<file path="src/rtl/etc_event_logger.sv">
// Captures one vehicle record per rising edge of done into a small FIFO drained by a host.
// Optional overspeed flagging is built only when ETC_LOG_SPEED_LIMIT_EN is defined.
module etc_event_logger #(
    parameter int unsigned WIDTH_SPEED = 14,
    parameter int unsigned WIDTH_TS    = 16,
    parameter int unsigned DEPTH_LOG2  = 3,
    parameter int unsigned SYS_FREQ    = 50000000,
    parameter int unsigned SPEED_LIMIT = 60
) (
    input  logic                              clk,
    input  logic                              reset_n,
    input  logic                              done,
    input  logic [WIDTH_SPEED-1:0]            speed,
    input  logic [1:0]                        valid_Epass,
    input  logic                              rd_en,
    input  logic                              clr_ovf,
    output logic [WIDTH_TS+3+WIDTH_SPEED-1:0] rd_data,
    output logic                              rd_valid,
    output logic                              empty,
    output logic                              full,
    output logic [DEPTH_LOG2:0]               level,
    output logic                              overflow,
    output logic [7:0]                        drop_cnt,
    output logic                              overspeed_irq
);

    localparam int unsigned RecW  = WIDTH_TS + 3 + WIDTH_SPEED;
    localparam int unsigned Depth = 2 ** DEPTH_LOG2;
    localparam int unsigned Ticks = (SYS_FREQ / 1000 > 1) ? SYS_FREQ / 1000 : 1;
    localparam int unsigned TickW = (Ticks > 1) ? $clog2(Ticks) : 1;

    logic                  done_q;
    logic [TickW-1:0]      tick_q;
    logic [WIDTH_TS-1:0]   ts_q;
    logic [DEPTH_LOG2:0]   wr_ptr_q, rd_ptr_q, wr_ptr_d, rd_ptr_d;
    logic [RecW-1:0]       mem_q [Depth];
    logic                  capture, tick_tc, do_pop, do_push, drop, overspeed;
    logic [RecW-1:0]       record;

`ifdef ETC_LOG_SPEED_LIMIT_EN
    assign overspeed = (32'(speed) > SPEED_LIMIT);
`else
    logic unused_speed_limit;
    assign overspeed          = 1'b0;
    assign unused_speed_limit = ^SPEED_LIMIT;
`endif

    assign capture = done & ~done_q;
    assign tick_tc = (tick_q == TickW'(Ticks - 1));
    // A pop on an empty FIFO is ignored even if a record is being written this cycle.
    assign do_pop  = rd_en & ~empty;
    assign do_push = capture & (~full | do_pop);
    assign drop    = capture & full & ~do_pop;
    assign record  = {ts_q, valid_Epass, overspeed, speed};

    assign wr_ptr_d = wr_ptr_q + {{DEPTH_LOG2{1'b0}}, do_push};
    assign rd_ptr_d = rd_ptr_q + {{DEPTH_LOG2{1'b0}}, do_pop};

    always_ff @(posedge clk) begin
        if (do_push) begin
            mem_q[wr_ptr_q[DEPTH_LOG2-1:0]] <= record;
        end
    end

    always_ff @(posedge clk or negedge reset_n) begin
        if (!reset_n) begin
            done_q        <= 1'b1;
            tick_q        <= '0;
            ts_q          <= '0;
            wr_ptr_q      <= '0;
            rd_ptr_q      <= '0;
            empty         <= 1'b1;
            full          <= 1'b0;
            level         <= '0;
            rd_data       <= '0;
            rd_valid      <= 1'b0;
            overflow      <= 1'b0;
            drop_cnt      <= 8'd0;
            overspeed_irq <= 1'b0;
        end else begin
            done_q   <= done;
            tick_q   <= tick_tc ? '0 : tick_q + 1'b1;
            if (tick_tc) begin
                ts_q <= ts_q + 1'b1;
            end
            wr_ptr_q <= wr_ptr_d;
            rd_ptr_q <= rd_ptr_d;
            level    <= wr_ptr_d - rd_ptr_d;
            empty    <= (wr_ptr_d == rd_ptr_d);
            full     <= (wr_ptr_d[DEPTH_LOG2-1:0] == rd_ptr_d[DEPTH_LOG2-1:0]) &&
                        (wr_ptr_d[DEPTH_LOG2] != rd_ptr_d[DEPTH_LOG2]);
            rd_valid <= do_pop;
            // When full and popping, both pointers address the same slot; the read sees old data.
            if (do_pop) begin
                rd_data <= mem_q[rd_ptr_q[DEPTH_LOG2-1:0]];
            end
            if (drop) begin
                overflow <= 1'b1;
                if (clr_ovf) begin
                    drop_cnt <= 8'd1;
                end else if (drop_cnt != 8'hff) begin
                    drop_cnt <= drop_cnt + 8'd1;
                end
            end else if (clr_ovf) begin
                overflow <= 1'b0;
                drop_cnt <= 8'd0;
            end
            overspeed_irq <= do_push & overspeed;
        end
    end

endmodule

</file>
<file path="config.mk">
export PLATFORM = sky130hd
export DESIGN_NAME = etc_event_logger
export DESIGN_NICKNAME = d
export VERILOG_FILES = /design/src/rtl/etc_event_logger.sv
export SDC_FILE = /design/constraint.sdc
export NUM_CORES = 1
export LEC_CHECK = 0
export ABC_AREA = 1
export BUFFER_PORTS_ARGS = -buffer_cell sky130_fd_sc_hd__buf_2
export CAP_MARGIN = 20
export CORE_AREA = 3 3 166 168
export DETAILED_ROUTE_END_ITERATION = 7
export DIE_AREA = 0 0 169 171
export HOLD_SLACK_MARGIN = 0.08
export PLACE_DENSITY_LB_ADDON = 0.15
export SKIP_CTS_REPAIR_TIMING = 1
export SYNTH_ARGS = -nofsm -noshare
export SYNTH_HDL_FRONTEND = slang
export SYNTH_SLANG_ARGS = --single-unit
export TNS_END_PERCENT = 10
</file>
<file path="constraint.sdc">
create_clock -name clk -period 2.7 [get_ports clk]
set_input_delay 0.27 -clock clk [delete_from_list [all_inputs] [get_ports clk]]
set_output_delay 0.27 -clock clk [all_outputs]
set_load 0.02 [all_outputs]
</file>
Yosys cells after proc, flatten, opt, wreduce, memory -nomap -nowiden:

Memories as Yosys holds them, arrays and structs flattened. A register that Yosys moved wholly into a read port is not among the register bits.
Index checks and enable logic that the tools add are counted.

* memories: 1
* output and inout bits: 50
* word-level logic and storage cells: 48
* bits in registers: 90
* bits in writable memories: 256
* input port bits: 21

* equal/unequal tests: 5
* bitwise logic cells: 10
* reduce and logical (&&, ||, !) cells: 5
* add/subtract/negate cells: 6
* mux-type cells: 9

Memories
* mem_q: depth 8, bits a word 32, read ports 1, clocked after memory_dff 1, wr ports 1, RTL line 36 `logic [RecW-1:0] mem_q [Depth];`

Operators with widths (count)
* $add 16x1->16 const B: 2
* $mux 8: 4
* $eq 16x16->1 const B: 1
* $mux 16: 1
* $add 4x1->4: 2
* $add 8x1->8 const B: 1
* $ne 8x8->1 const B: 1
* $and 1x1->1: 5
* $eq 4x4->1: 1
* $mux 1: 4
* $not 1->1: 4
* $reduce_bool 2->1: 2
* $sub 4x4->4: 1
* $eq 3x3->1: 1
* $reduce_and 2->1: 1
* $logic_and 1x1->1: 1
* $logic_not 1->1: 1
* $ne 1x1->1: 1
* $or 1x1->1: 1

Depth between registers and ports, before layout:

* word-level depth: 7
* gate-level depth with buffers: 15
* gate-level depth less buffers: 14

Least setup slack after synthesis:

Ideal clock, no wire load.

* path type: register to register
* start: reg empty
* end: mem mem_q[0][0] (netlist bit), enable pin
* stages on the path, launching flop included: 6
* library setup time: 421 ps
* buffers on the path: 0
* required time: 2279 ps
* slack: -15 ps
* arrival: 2293 ps
* period minus slack after synthesis: 2715 ps
* path through: dfstp_2 -> inv_1 -> nand2_1 -> a21oi_1 -> nand2_1 -> nor2_1

* longest elaborated chain between the ends: 6

RTL lines
* start, declared: RTL line 19 `output logic empty,`
* start signal, assigned: RTL line 89 `empty <= (wr_ptr_d == rd_ptr_d);`
* $not 1->1: RTL line 51 `assign do_pop = rd_en & ~empty;`
* $and 1x1->1: RTL line 51
* $or 1x1->1: RTL line 52 `assign do_push = capture & (~full | do_pop);`
* $and 1x1->1: RTL line 52
* $mux 1: RTL line 60 `if (do_push) begin`
* $mux 1 (not written as such): RTL line 61 `mem_q[wr_ptr_q[DEPTH_LOG2-1:0]] <= record;`
* end, declared: RTL line 36

No other way between the ends.

Worst setup path after layout:

* start: reg empty
* end: reg level[3]

* longest elaborated chain between the ends: 6
* elaborated cells on any way between the ends: 7
* classes of those cells: add/sub: 3; bitwise: 4

RTL lines
* $not 1->1: RTL line 51
* $and 1x1->1: RTL line 51
* $or 1x1->1: RTL line 52
* $and 1x1->1: RTL line 52
* $add 4x1->4: RTL line 56 `assign wr_ptr_d = wr_ptr_q + {{DEPTH_LOG2{1'b0}}, do_push};`
* net wr_ptr_d[1]: RTL line 35 `logic [DEPTH_LOG2:0] wr_ptr_q, rd_ptr_q, wr_ptr_d, rd_ptr_d;`
* $sub 4x4->4: RTL line 88 `level <= wr_ptr_d - rd_ptr_d;`
* end signal, assigned: RTL line 88
* end, declared: RTL line 21 `output logic [DEPTH_LOG2:0] level,`

The timed path passes the listed nets, and every way through them passes these cells.
A chain may end at the register's enable or synchronous reset.

==> flow_metrics.env <==
export IMPL_setup_viol_count_final=0
export IMPL_drive_gt1_frac=0.117
export IMPL_clock_power_share=0.309
export IMPL_worst_pin_slew_ps=828
export IMPL_grt_busiest_layer="met2"
export IMPL_ys_flop_type="edfxtp_1"
export IMPL_vias=9613
export IMPL_antenna_left=0
export IMPL_p_sw_mw=5.31
export IMPL_final_nets=1451
export IMPL_h_tree_depth=2
export IMPL_clkLatencyLatePin_ps=510
export IMPL_post_dp_cell_area_um2=15100
export IMPL_dp_slack_ps=541
export IMPL_area_delta_synth_final_pct=15.6
export IMPL_synth_warnings=0
export IMPL_critical_path_max_stage_delay_ps=520
export IMPL_fin_cells=1782
export IMPL_critical_path_top_delay_family="adder cells"
export IMPL_start_util=0.547
export IMPL_numCtsBuffers=36
export IMPL_cp_common_cell="ha_1"
export IMPL_peakVddDrop_mv=0.689
export IMPL_netlist_top_cells_count="nand2_1 (401), edfxtp_1 (256), nor2_1 (136)"
export IMPL_syn_avg_cell_area_um2=10.8
export IMPL_cp_cell_sequence="inv_1, nand2_2, a21oi_1, ha_1, ha_1, ha_1, inv_1, o21bai_1, nand3_1, nand3_1, nand2_1"
export IMPL_wl_per_cell_um=17.2
export IMPL_drv_cap=0
export IMPL_drt_iter0_drc=793
export IMPL_p_seq_frac=0.412
export IMPL_pin_count=71
export IMPL_syn_inst=1318
export IMPL_internal_power_mw=10.7
export IMPL_synth_seq_area_share=0.695
export IMPL_crit_type="flop to flop"
export IMPL_clkSinkCount=345
export IMPL_vias_per_cell=5.39
export IMPL_grt_pass1_wl_mm=48.7
export IMPL_yosysTopAreaCell="edfxtp_1"
export IMPL_dp_cells=1700
export IMPL_final_util=0.633
export IMPL_crit_buf_inv=2
export IMPL_yosysUniqueCellTypes=33
export IMPL_nFillCells=2054
export IMPL_grt_max_degree=80
export IMPL_grt_usage=0.212
export IMPL_antenna_found_initial=0
export IMPL_status="completed"
export IMPL_finish_instance_area_um2=16500
export IMPL_grt_pass1_vias=9272
export IMPL_cellPowerDensity_nw_per_um2=970
export IMPL_critPathCaptureType="flop"
export IMPL_cts_tree="done"
export IMPL_p_leak_nw=6.77
export IMPL_yosysMostFrequentCell="nand2_1"
export IMPL_critPathArrivalTime_ps=2570
export IMPL_gp_congestion=0.815
export IMPL_async_reset_ff_frac=0.258
export IMPL_clk_pin_slew_ps=60
export IMPL_cp_slowest_cell="dfstp_2"
export IMPL_cts_root_buf="clkbuf_16"
export IMPL_gr_usage_met1=0.287
export IMPL_met2_usage=0.361
export IMPL_routed_wl_mm=30.6
export IMPL_grt_setup_unrepaired="no"
export IMPL_cp_max_fo=4
export IMPL_antenna_cells=0
export IMPL_die_area_um2=28900
export IMPL_finClkSkew_ps=15.3
export IMPL_drv_slew=0
export IMPL_use_met3=0.0326
export IMPL_dp_hpwl_mm=18.4
export IMPL_die_w_um=169
export IMPL_drcViolationCount=0
export IMPL_fp_dieH_um=171
export IMPL_hp_class="input port to flop"
export IMPL_synth_ff_latch_count=345
export IMPL_clockBufferDepth=3
export IMPL_netlist_area_um2=14300
export IMPL_worst_ep_required_time_ps=3100
export IMPL_start_kind="flop"
export IMPL_power_frac_comb=0.279
export IMPL_dr_pass1_iters=5
export IMPL_grt_overflow=0
export IMPL_io_buffer_count=68
export IMPL_rows=59
export IMPL_post_route_min_period_ps=2180
export IMPL_synth_top_cell_area_share=0.539
export IMPL_core_um2=26100
export IMPL_min_period_over_period=0.807
export IMPL_switching_share=0.332
export IMPL_finalWorstSetupSlack_ps=521
export IMPL_finalHoldViolations=0
export IMPL_slew_headroom=0.448
export IMPL_netlist_top_cells_area="edfxtp_1 (54%), dfrtp_1 (15%), nand2_1 (11%), nor2_1 (3.6%), o21ai_0 (2.4%)"
export IMPL_clock_fmax_mhz=459
export IMPL_finalSetupTns_ps=0
export IMPL_synth_edff_count=256
## power groups by stage
stage / clock [mW] / sequential (mW) / combinational [mW]
6_report: 4.94 / 6.58 / 4.47
5_1_grt: 5.22 / 6.64 / 5.03
3_3_place_gp: 0 / 6.67 / 4.40
4_1_cts: 5.05 / 6.58 / 4.51
3_5_place_dp: 0 / 6.68 / 4.49
2_1_floorplan: 0 / 7.00 / 2.70
## tightest hold or removal path, stage by stage
cell and delay (ps):
buf_2 100, o211ai_1 90, o21ai_1 70
## layer usage
metal  part of all wire  vias up
li1                   -     4656
met1               0.44     4646
met2               0.49      250
met3              0.051       61
met4              0.023        0
met5                  0        -
## metrics by stage
step | hold slack, ps | power (mW)
after global placement | 287 | 11.1
after detailed placement | 290 | 11.2
final | 61.0 | 16.0
after CTS | -246 | 16.1
after global routing | 79.3 | 16.9
after floorplan | -25.6 | 9.70
## logic make-up (layout without fill, tap and decap cells)
group / count (synthesis) / after routing / share of synthesized area
AOI/OAI and AO/OA: 178 / 178 / 0.0690
xor gates and xnor gates: 11 / 11 / 0.00676
adders and majority gates: 11 / 11 / 0.0102
buffers and inverters: 144 / 272 / 0.0424
DFF: 345 / 345 / 0.695
other: 1 / 2 / 0.000263
and+or+nand+nor: 628 / 628 / 0.176
## registers in the layout (all words and copies together) (netlist names)
register  count
ts_q         16
rd_ptr_q      4
drop_cnt      8
rd_valid      1
rd_data      32
full          1
empty         1
level         4
wr_ptr_q      4
overflow      1
tick_q       16
done_q        1
mem_q       256
## path summary, 6_finish.rpt
check / from / endpoint / slack, ps / cells after the start
max in group asynchronous: reset_n / ts_q[14] / 1730 / 3
worst min-delay path: clr_ovf / drop_cnt[0] / 60 / 3
worst max-delay path: empty / level[3] / 520 / 11
worst max register to register: empty / level[3] / 520 / 11
worst min register to register: tick_q[0] / tick_q[0] / 460 / 1
min in group asynchronous: reset_n / drop_cnt[3] / 290 / 2
## cell usage in the layout (no fill, tap or decap), drive strengths merged, types with 20 or more instances in the layout
cell	netlist	routed
buf	33	98
inv	91	91
dfrtp	87	87
nor2	139	139
edfxtp	256	256
nand2	402	402
clkbuf	19	50
nand4	20	20
nand3	60	60
o211ai	33	33
a21oi	66	66
o21ai	75	75
## area by class of cell
type | instances | area, um^2 | area share
sequential | 345 | 9920 | 0.602
tap | 335 | 419 | 0.0254
clock buffer | 50 | 1010 | 0.0610
timing repair buffer | 114 | 803 | 0.0487
inverter | 92 | 345 | 0.0209
clock inverter | 16 | 186 | 0.0113
multi-input combinational | 830 | 3810 | 0.231
Note: power is estimated with default switching activity, not from simulation.
